## src/rtl/writeback_pkg.sv

```systemverilog
// Shared writeback definitions: default sizing and the queued multdiv result layout.
package writeback_pkg;

  localparam int WB_DEPTH        = 4;
  localparam int WB_STARVE_LIMIT = 4;

  // 37-bit queued result, destination register in the top bits
  typedef struct packed {
    logic [4:0]  rd;
    logic [31:0] data;
  } wb_entry_t;

endpackage

```

## src/rtl/wb_fifo.sv

```systemverilog
// Multdiv result queue: push lands in storage at the clock edge, head is read combinationally.
// The caller never pushes when full or pops when empty; pointers wrap modulo DEPTH.
module wb_fifo
  import writeback_pkg::*;
#(
  parameter int DEPTH = WB_DEPTH
) (
  input  logic                  clock,
  input  logic                  ctrl_reset,
  input  logic                  push,
  input  wb_entry_t             push_dat,
  input  logic                  pop,
  output wb_entry_t             head_dat,
  output logic [$clog2(DEPTH):0] count
);

  localparam int AW = $clog2(DEPTH);
  localparam int CW = AW + 1;

  wb_entry_t         mem [DEPTH];
  logic [AW-1:0]     wr_ptr;
  logic [AW-1:0]     rd_ptr;

  assign head_dat = mem[rd_ptr];

  always_ff @(posedge clock) begin
    if (push) mem[wr_ptr] <= push_dat;
  end

  always_ff @(posedge clock or negedge ctrl_reset) begin
    if (!ctrl_reset) begin
      wr_ptr <= '0;
      rd_ptr <= '0;
      count  <= '0;
    end else begin
      if (push) wr_ptr <= wr_ptr + AW'(1);
      if (pop)  rd_ptr <= rd_ptr + AW'(1);
      case ({push, pop})
        2'b10:   count <= count + CW'(1);
        2'b01:   count <= count - CW'(1);
        default: count <= count;
      endcase
    end
  end

endmodule

```

## src/rtl/writeback_arbiter.sv

```systemverilog
// Merges single-cycle ALU results and queued multdiv results onto one register-file write port.
// Write visible one cycle after selection; ALU is stalled once the queue has waited STARVE_LIMIT cycles.
module writeback_arbiter
  import writeback_pkg::*;
#(
  parameter int DEPTH        = WB_DEPTH,
  parameter int STARVE_LIMIT = WB_STARVE_LIMIT
) (
  input  logic                   clock,
  input  logic                   ctrl_reset,
  input  logic                   alu_valid,
  input  logic [4:0]             alu_rd,
  input  logic [31:0]            alu_data,
  input  logic                   md_valid,
  input  logic [4:0]             md_rd,
  input  logic [31:0]            md_data,
  output logic                   md_ready,
  output logic                   alu_stall,
  output logic                   ctrl_writeEnable,
  output logic [4:0]             ctrl_writeReg,
  output logic [31:0]            data_writeReg,
  output logic [$clog2(DEPTH):0] fifo_count,
  output logic                   protocol_err
);

  localparam int              CW    = $clog2(DEPTH) + 1;
  localparam int              SW    = $clog2(STARVE_LIMIT + 1);
  localparam logic [CW-1:0]   FULL  = CW'(DEPTH);
  localparam logic [SW-1:0]   LIMIT = SW'(STARVE_LIMIT);

  logic          alu_eff;
  logic          fifo_empty;
  logic          push;
  logic          pop;
  logic          sel_alu;
  logic [SW-1:0] starve_cnt;
  wb_entry_t     push_dat;
  wb_entry_t     head_dat;

  // Writes to x0 are architecturally void, so they neither write nor win arbitration
  assign alu_eff    = alu_valid && (alu_rd != 5'd0);
  assign fifo_empty = (fifo_count == '0);
  assign md_ready   = (fifo_count < FULL);
  assign alu_stall  = (starve_cnt == LIMIT);
  assign push       = md_valid && md_ready && (md_rd != 5'd0);
  assign push_dat   = '{rd: md_rd, data: md_data};

  always_comb begin
    sel_alu = 1'b0;
    pop     = 1'b0;
    if (alu_stall) begin
      pop = !fifo_empty;
    end else if (alu_eff) begin
      sel_alu = 1'b1;
    end else begin
      pop = !fifo_empty;
    end
  end

  wb_fifo #(.DEPTH(DEPTH)) u_fifo (
    .clock      (clock),
    .ctrl_reset (ctrl_reset),
    .push       (push),
    .push_dat   (push_dat),
    .pop        (pop),
    .head_dat   (head_dat),
    .count      (fifo_count)
  );

  always_ff @(posedge clock or negedge ctrl_reset) begin
    if (!ctrl_reset) begin
      starve_cnt   <= '0;
      protocol_err <= 1'b0;
    end else begin
      if (pop || fifo_empty) starve_cnt <= '0;
      else if (starve_cnt != LIMIT) starve_cnt <= starve_cnt + SW'(1);
      if (alu_stall && alu_valid) protocol_err <= 1'b1;
    end
  end

  always_ff @(posedge clock or negedge ctrl_reset) begin
    if (!ctrl_reset) begin
      ctrl_writeEnable <= 1'b0;
      ctrl_writeReg    <= '0;
      data_writeReg    <= '0;
    end else begin
      ctrl_writeEnable <= sel_alu || pop;
      if (sel_alu) begin
        ctrl_writeReg <= alu_rd;
        data_writeReg <= alu_data;
      end else if (pop) begin
        ctrl_writeReg <= head_dat.rd;
        data_writeReg <= head_dat.data;
      end
    end
  end

endmodule

```

## config.mk

```make
export PLATFORM = sky130hd
export DESIGN_NAME = writeback_arbiter
export DESIGN_NICKNAME = d
export VERILOG_FILES = /design/src/rtl/writeback_pkg.sv /design/src/rtl/wb_fifo.sv /design/src/rtl/writeback_arbiter.sv
export SDC_FILE = /design/constraint.sdc
export NUM_CORES = 1
export LEC_CHECK = 0
export ABC_AREA = 1
export BUFFER_PORTS_ARGS = -buffer_cell sky130_fd_sc_hd__buf_4
export CORE_UTILIZATION = 55
export CTS_CLUSTER_SIZE = 12
export DETAILED_ROUTE_END_ITERATION = 7
export PLACE_DENSITY = 0.77
export SYNTH_ARGS = -nofsm -noshare
export SYNTH_HDL_FRONTEND = slang
export SYNTH_SLANG_ARGS = --single-unit
```

## constraint.sdc

```tcl
create_clock -name clock -period 3.32 [get_ports clock]
set_input_delay 0.664 -clock clock [delete_from_list [all_inputs] [get_ports clock]]
set_output_delay 0.664 -clock clock [all_outputs]
set_load 0.01 [all_outputs]
```

# After elaboration in Yosys (flattened, before gate mapping)
# Memory sizes are Yosys's and may differ from the RTL's.
# Cells that the tools add are included.
dict set report totals {
  regBits 49
  ramBits 148
  in_bits 78
  output_inout_bits 44
  word_cells 45
  n_memories 1
}
dict set report classes {
  add_sub_neg 5
  magnitude_cmp 1
  n_eq_ne 4
  mux 13
  n_reduce_logical 13
}
# name words word_bits rd rd_clocked_by_memory_dff wr line
set mem_list {}
lappend mem_list {u_fifo.mem 4 37 1 0 1 wb_fifo.sv:20} ;# wb_entry_t mem [DEPTH];
# op count
set op_table {}
lappend op_table {{two-way mux 32 bit} 2}
lappend op_table {{two-way mux 5 bit} 2}
lappend op_table {{nonzero test 5 bit} 2}
lappend op_table {{adder 3 x 1 -> 3 bit, second input constant} 2}
lappend op_table {{two-way mux 1 bit} 6}
lappend op_table {{two-way mux 3 bit} 2}
lappend op_table {{one-hot mux 3 bit (2 select lines)} 1}
lappend op_table {{nonzero test 2 bit} 3}
lappend op_table {{adder 2 x 1 -> 2 bit, second input constant} 2}
lappend op_table {{logical AND 1 bit} 4}
lappend op_table {{equality test 3 bit, second input constant} 1}
lappend op_table {{logical NOT 3 bit} 1}
lappend op_table {{less-than comparator 3 bit, second input constant} 1}
lappend op_table {{!= test 3 bit, second input constant} 1}
lappend op_table {{subtractor 3 x 1 -> 3 bit, second input constant} 1}
lappend op_table {{equality test 2 x 1 -> 1 bit, second input constant} 1}
lappend op_table {{equality test 2 bit, second input constant} 1}
lappend op_table {{logical OR 1 bit} 2}
lappend op_table {{logical NOT 1 bit} 1}

# Longest topological paths before layout
dict set report depth {
  ltp_word 6
  depth_mapped 15
}

# By module
# From an unflattened synthesis, not the netlist that was laid out.
dict set report hier_totals {
  cells_unflattened 822
  area_unflattened_um2 8753.4
}
# mod n_inst cells_each area_per_inst_um2 seq_area_each_um2
set by_module_without_submodules {}
lappend by_module_without_submodules {wb_fifo 1 551 6605.1 4619.4}
lappend by_module_without_submodules {writeback_arbiter 1 271 2148.3 1051.0}

# Worst setup path before layout
# No wires, ideal clock.
dict set report synth_timing {
  kind {input-to-reg}
  from {input md_rd[0]}
  to {memory u_fifo.mem[0][0] in the netlist's numbering, enable pin}
  setup_ns 0.431
  arrival_time_ns 2.583
  setup_slack_ns 0.306
  cell_stages 4
  cell_sequence {nor2_1 nand3b_1 nand3_1 nor2_1}
}
dict set report synth_via {
  elab_chain_len 4
}
# item line
set synth_lines {}
lappend synth_lines {{start, declared} writeback_arbiter.sv:15} ;# input logic [4:0] md_rd,
lappend synth_lines {{nonzero test 5 bit} writeback_arbiter.sv:45} ;# assign push = md_valid && md_ready && (md_rd != 5'd0);
lappend synth_lines {{logical AND 1 bit} writeback_arbiter.sv:45}
lappend synth_lines {{two-way mux 1 bit} wb_fifo.sv:27} ;# if (push) mem[wr_ptr] <= push_dat;
lappend synth_lines {{two-way mux 1 bit (not written as such)} wb_fifo.sv:27}
lappend synth_lines {{end, declared} wb_fifo.sv:20}
# Every way passes these cells.

# Worst setup path after layout
dict set report layout_timing {
  from {register u_fifo.count[0]}
  to {register u_fifo.count[2]}
}
dict set report layout_via {
  elab_chain_len 6
  word_cells_on_any_way 13
}
# item line
set layout_lines {}
lappend layout_lines {{start, declared} wb_fifo.sv:14} ;# output logic [$clog2(DEPTH):0] count
lappend layout_lines {{start signal, assigned} wb_fifo.sv:39} ;# 2'b10: count <= count + CW'(1);
lappend layout_lines {{start signal, assigned} wb_fifo.sv:40} ;# 2'b01: count <= count - CW'(1);
lappend layout_lines {{start signal, assigned} wb_fifo.sv:41} ;# default: count <= count;
lappend layout_lines {{logical NOT 3 bit *} writeback_arbiter.sv:42} ;# assign fifo_empty = (fifo_count == '0);
lappend layout_lines {{logical NOT 1 bit *} {writeback_arbiter.sv:52, writeback_arbiter.sv:56}}
lappend layout_lines {{two-way mux 1 bit} writeback_arbiter.sv:53} ;# end else if (alu_eff) begin
lappend layout_lines {{two-way mux 1 bit *} writeback_arbiter.sv:51} ;# if (alu_stall) begin
lappend layout_lines {{via pop} writeback_arbiter.sv:34} ;# logic pop;
lappend layout_lines {{equality test 2 x 1 -> 1 bit or equality test 2 bit (tied branches)} wb_fifo.sv:38} ;# case ({push, pop})
lappend layout_lines {{one-hot mux 3 bit (2 select lines) or nonzero test 2 bit (tied branches)} -}
# Mark *: on every way through the listed nets, which the timed path passes. The rest lies on a longest branch.
# A chain may end at the register's enable or synchronous reset.

==> impl_metrics.env <==
export IMPL_vias=5702
export IMPL_cap_viol_max_count=0
export IMPL_gr_total_overflow=0
export IMPL_relSlewSlack_pct=48.5
export IMPL_crit_path_max_fanout=27
export IMPL_fin_worst_skew_ns=0.00906
export IMPL_path_clk_slew_ns=0.07
export IMPL_clk_path_buf_depth=2
export IMPL_antennaDiodeCount=0
export IMPL_yosysMostFrequentCell="nand2_1"
export IMPL_cp_start_kind="flop"
export IMPL_setup_ws_ns=0.858
export IMPL_hold_viol_final=0
export IMPL_first_global_vias=5648
export IMPL_gp_congestion=0.804
export IMPL_clock_sinks=197
export IMPL_fp_dieW_um=124
export IMPL_synth_top_area_cell="edfxtp_1"
export IMPL_numCtsBuffers=17
export IMPL_die_area_mm2=0.0154
export IMPL_synth_edf_count=148
export IMPL_setup_viol=0
export IMPL_required_ns=3.62
export IMPL_drt_iter0_drc=445
export IMPL_ys_seq_area_share_pct=69.3
export IMPL_final_nets=923
export IMPL_grt_antenna_before_repair=0
export IMPL_htree_levels=4
export IMPL_drt_total_wl_um=18000
export IMPL_slew_viol_final=0
export IMPL_ios=122
export IMPL_cts_resized_gates=0
export IMPL_coreArea_mm2=0.0145
export IMPL_grt_pass1_wl_um=27600
export IMPL_clockRootBuffer="clkbuf_16"
export IMPL_clk_latency_ns=0.43
export IMPL_via_per_inst=5.51
export IMPL_syn_inst=727
export IMPL_initial_core_util_pct=56.3
export IMPL_final_antenna_net_count=0
export IMPL_cts_tree="built"
export IMPL_synth_top_cell_area_share_pct=54.3
export IMPL_synth_seq_cells=197
export IMPL_synthTopCellsByArea="edfxtp_1, dfrtp_1, nand2_1, nand3_1, o21ai_0"
export IMPL_ys_flop_type="edfxtp_1"
export IMPL_endpoint_kind="flop"
export IMPL_period_minus_slack_ns=2.46
export IMPL_final_layout_size_suffix_gt1_share_pct=20.8
export IMPL_p_per_area_mw_per_mm2=836
export IMPL_grt_max_degree=77
export IMPL_track_usage_pct=24.8
export IMPL_post_cts_buffers=0
export IMPL_vdd_drop_max_v=0.000684
export IMPL_status="completed"
export IMPL_p_leak_uw=0.00404
export IMPL_io_buffers=121
export IMPL_synth_nets=813
export IMPL_synth_common_cells="nand2_1, edfxtp_1, nand3_1"
export IMPL_place_ws_ns=0.476
export IMPL_wl_per_cell_um=17.4
export IMPL_regToRegStartpoint="u_fifo.count[0]"
export IMPL_fp_dieH_um=124
export IMPL_arrival_ns=2.76
export IMPL_fin_tns_setup_ns=0
export IMPL_ys_warn_count=0
export IMPL_drcViolationCount=0
export IMPL_synth_area_mm2=0.00819
export IMPL_row_count=44
export IMPL_area_growth_pct=19.5
export IMPL_cts_hold_repair_buffers=0
export IMPL_fin_crit_sh_pct=74.2
export IMPL_dr_pass1_iters=6
export IMPL_clock_fmax_mhz=406
export IMPL_total_power_uw=8180
export IMPL_rsz0062_at_grt="false"
export IMPL_synth_async_sr_flop_share_pct=24.9
export IMPL_hold_class="in2async"
export IMPL_synth_avg_cell_area_um2=11.3
export IMPL_synth_distinct_cells=24
export IMPL_hold_ws_ns=0.283
export IMPL_worst_pin_slew_ns=0.772
export IMPL_critical_path_class="reg2reg"
export IMPL_hpwlAfterDp_um=10500
export IMPL_startpoint="u_fifo.count[0]"
through the flow:
step                      cell area [um^2]  util, %  instances
final                                 9790     67.3       1034
after global placement                9200     63.3       1002
after global routing                  9790     67.3       1034
after detailed placement              9200     63.3       1002
after floorplan                       8190        -        727
after CTS                             9790     67.3       1034
cell type report:
cell class | count | area [um^2]
clock inverter | 15 | 163
clock buffer | 17 | 425
fill | 1048 | 4750
timing repair buffer | 133 | 1010
tap | 184 | 230
inverter | 24 | 90.1
sequential | 197 | 5670
multi-input combinational | 464 | 2190
layer usage:
metal,vias to the layer above,global-route usage [%],share of wire [%]
li1,2707,-,-
met1,2768,30.7,40
met2,201,42.0,52
met3,26,4.76,6.6
met4,0,11.7,1.7
met5,-,0,0
layout by cell type, fill, tap and decap left out, types with 13 or more instances in the layout:
| master | netlist | final |
|---|---|---|
| clkbuf_16 | 0 | 17 |
| o21ai_0 | 28 | 28 |
| dfrtp_1 | 49 | 47 |
| edfxtp_1 | 148 | 148 |
| nand3b_1 | 13 | 13 |
| nor2_1 | 37 | 33 |
| nand3_1 | 123 | 123 |
| nand2_1 | 217 | 217 |
| inv_1 | 19 | 19 |
| buf_4 | 12 | 132 |
| o21ai_1 | 25 | 25 |
cells by family (layout without fill, tap and decap cells):
group,Yosys count,count (layout),synth area share [%]
compound gates,56,56,3.45
flops,197,197,69.3
xor+xnor,6,6,0.642
fa+ha+maj,8,8,1.31
simple gates,394,394,20.9
buf+inv,66,189,4.39
where the power goes:
part	internal (uW)	switching [uW]	leakage, uW
logic	973	1720	0.00183
registers	3190	255	0.00192
clock network	1170	863	0.000285
path summary, 6_finish.rpt:
path	to	slack [ns]	cells past startpoint
min in group clock	u_fifo.mem[0][27]	0.43	1
max in group asynchronous	u_fifo.rd_ptr[1]	2.53	1
worst max-delay path	u_fifo.count[2]	0.86	10
worst min-delay path	data_writeReg[19]	0.28	1
worst min register to register	starve_cnt[0]	0.47	1
worst max register to register	u_fifo.count[2]	0.86	10
worst max-delay path: stages, from the launching register on:
cell and delay [ns]:
dfrtp_1 0.47, nor3_4 0.08, inv_2 0.42, nand2_2 0.20
inv_1 0.10, ha_1 0.15, inv_1 0.08, fa_1 0.39
a21oi_1 0.16, o21ai_0 0.13, xor2_1 0.17
state kept, by name, indices dropped and copies added, names as in the netlist:
register and flops:
data_writeReg 32, u_fifo.count 3, u_fifo.mem 148, ctrl_writeReg 5, ctrl_writeEnable 1, starve_cnt 3, protocol_err 1, u_fifo.rd_ptr 2
u_fifo.wr_ptr 2
Power figures use the tool's default switching activity.
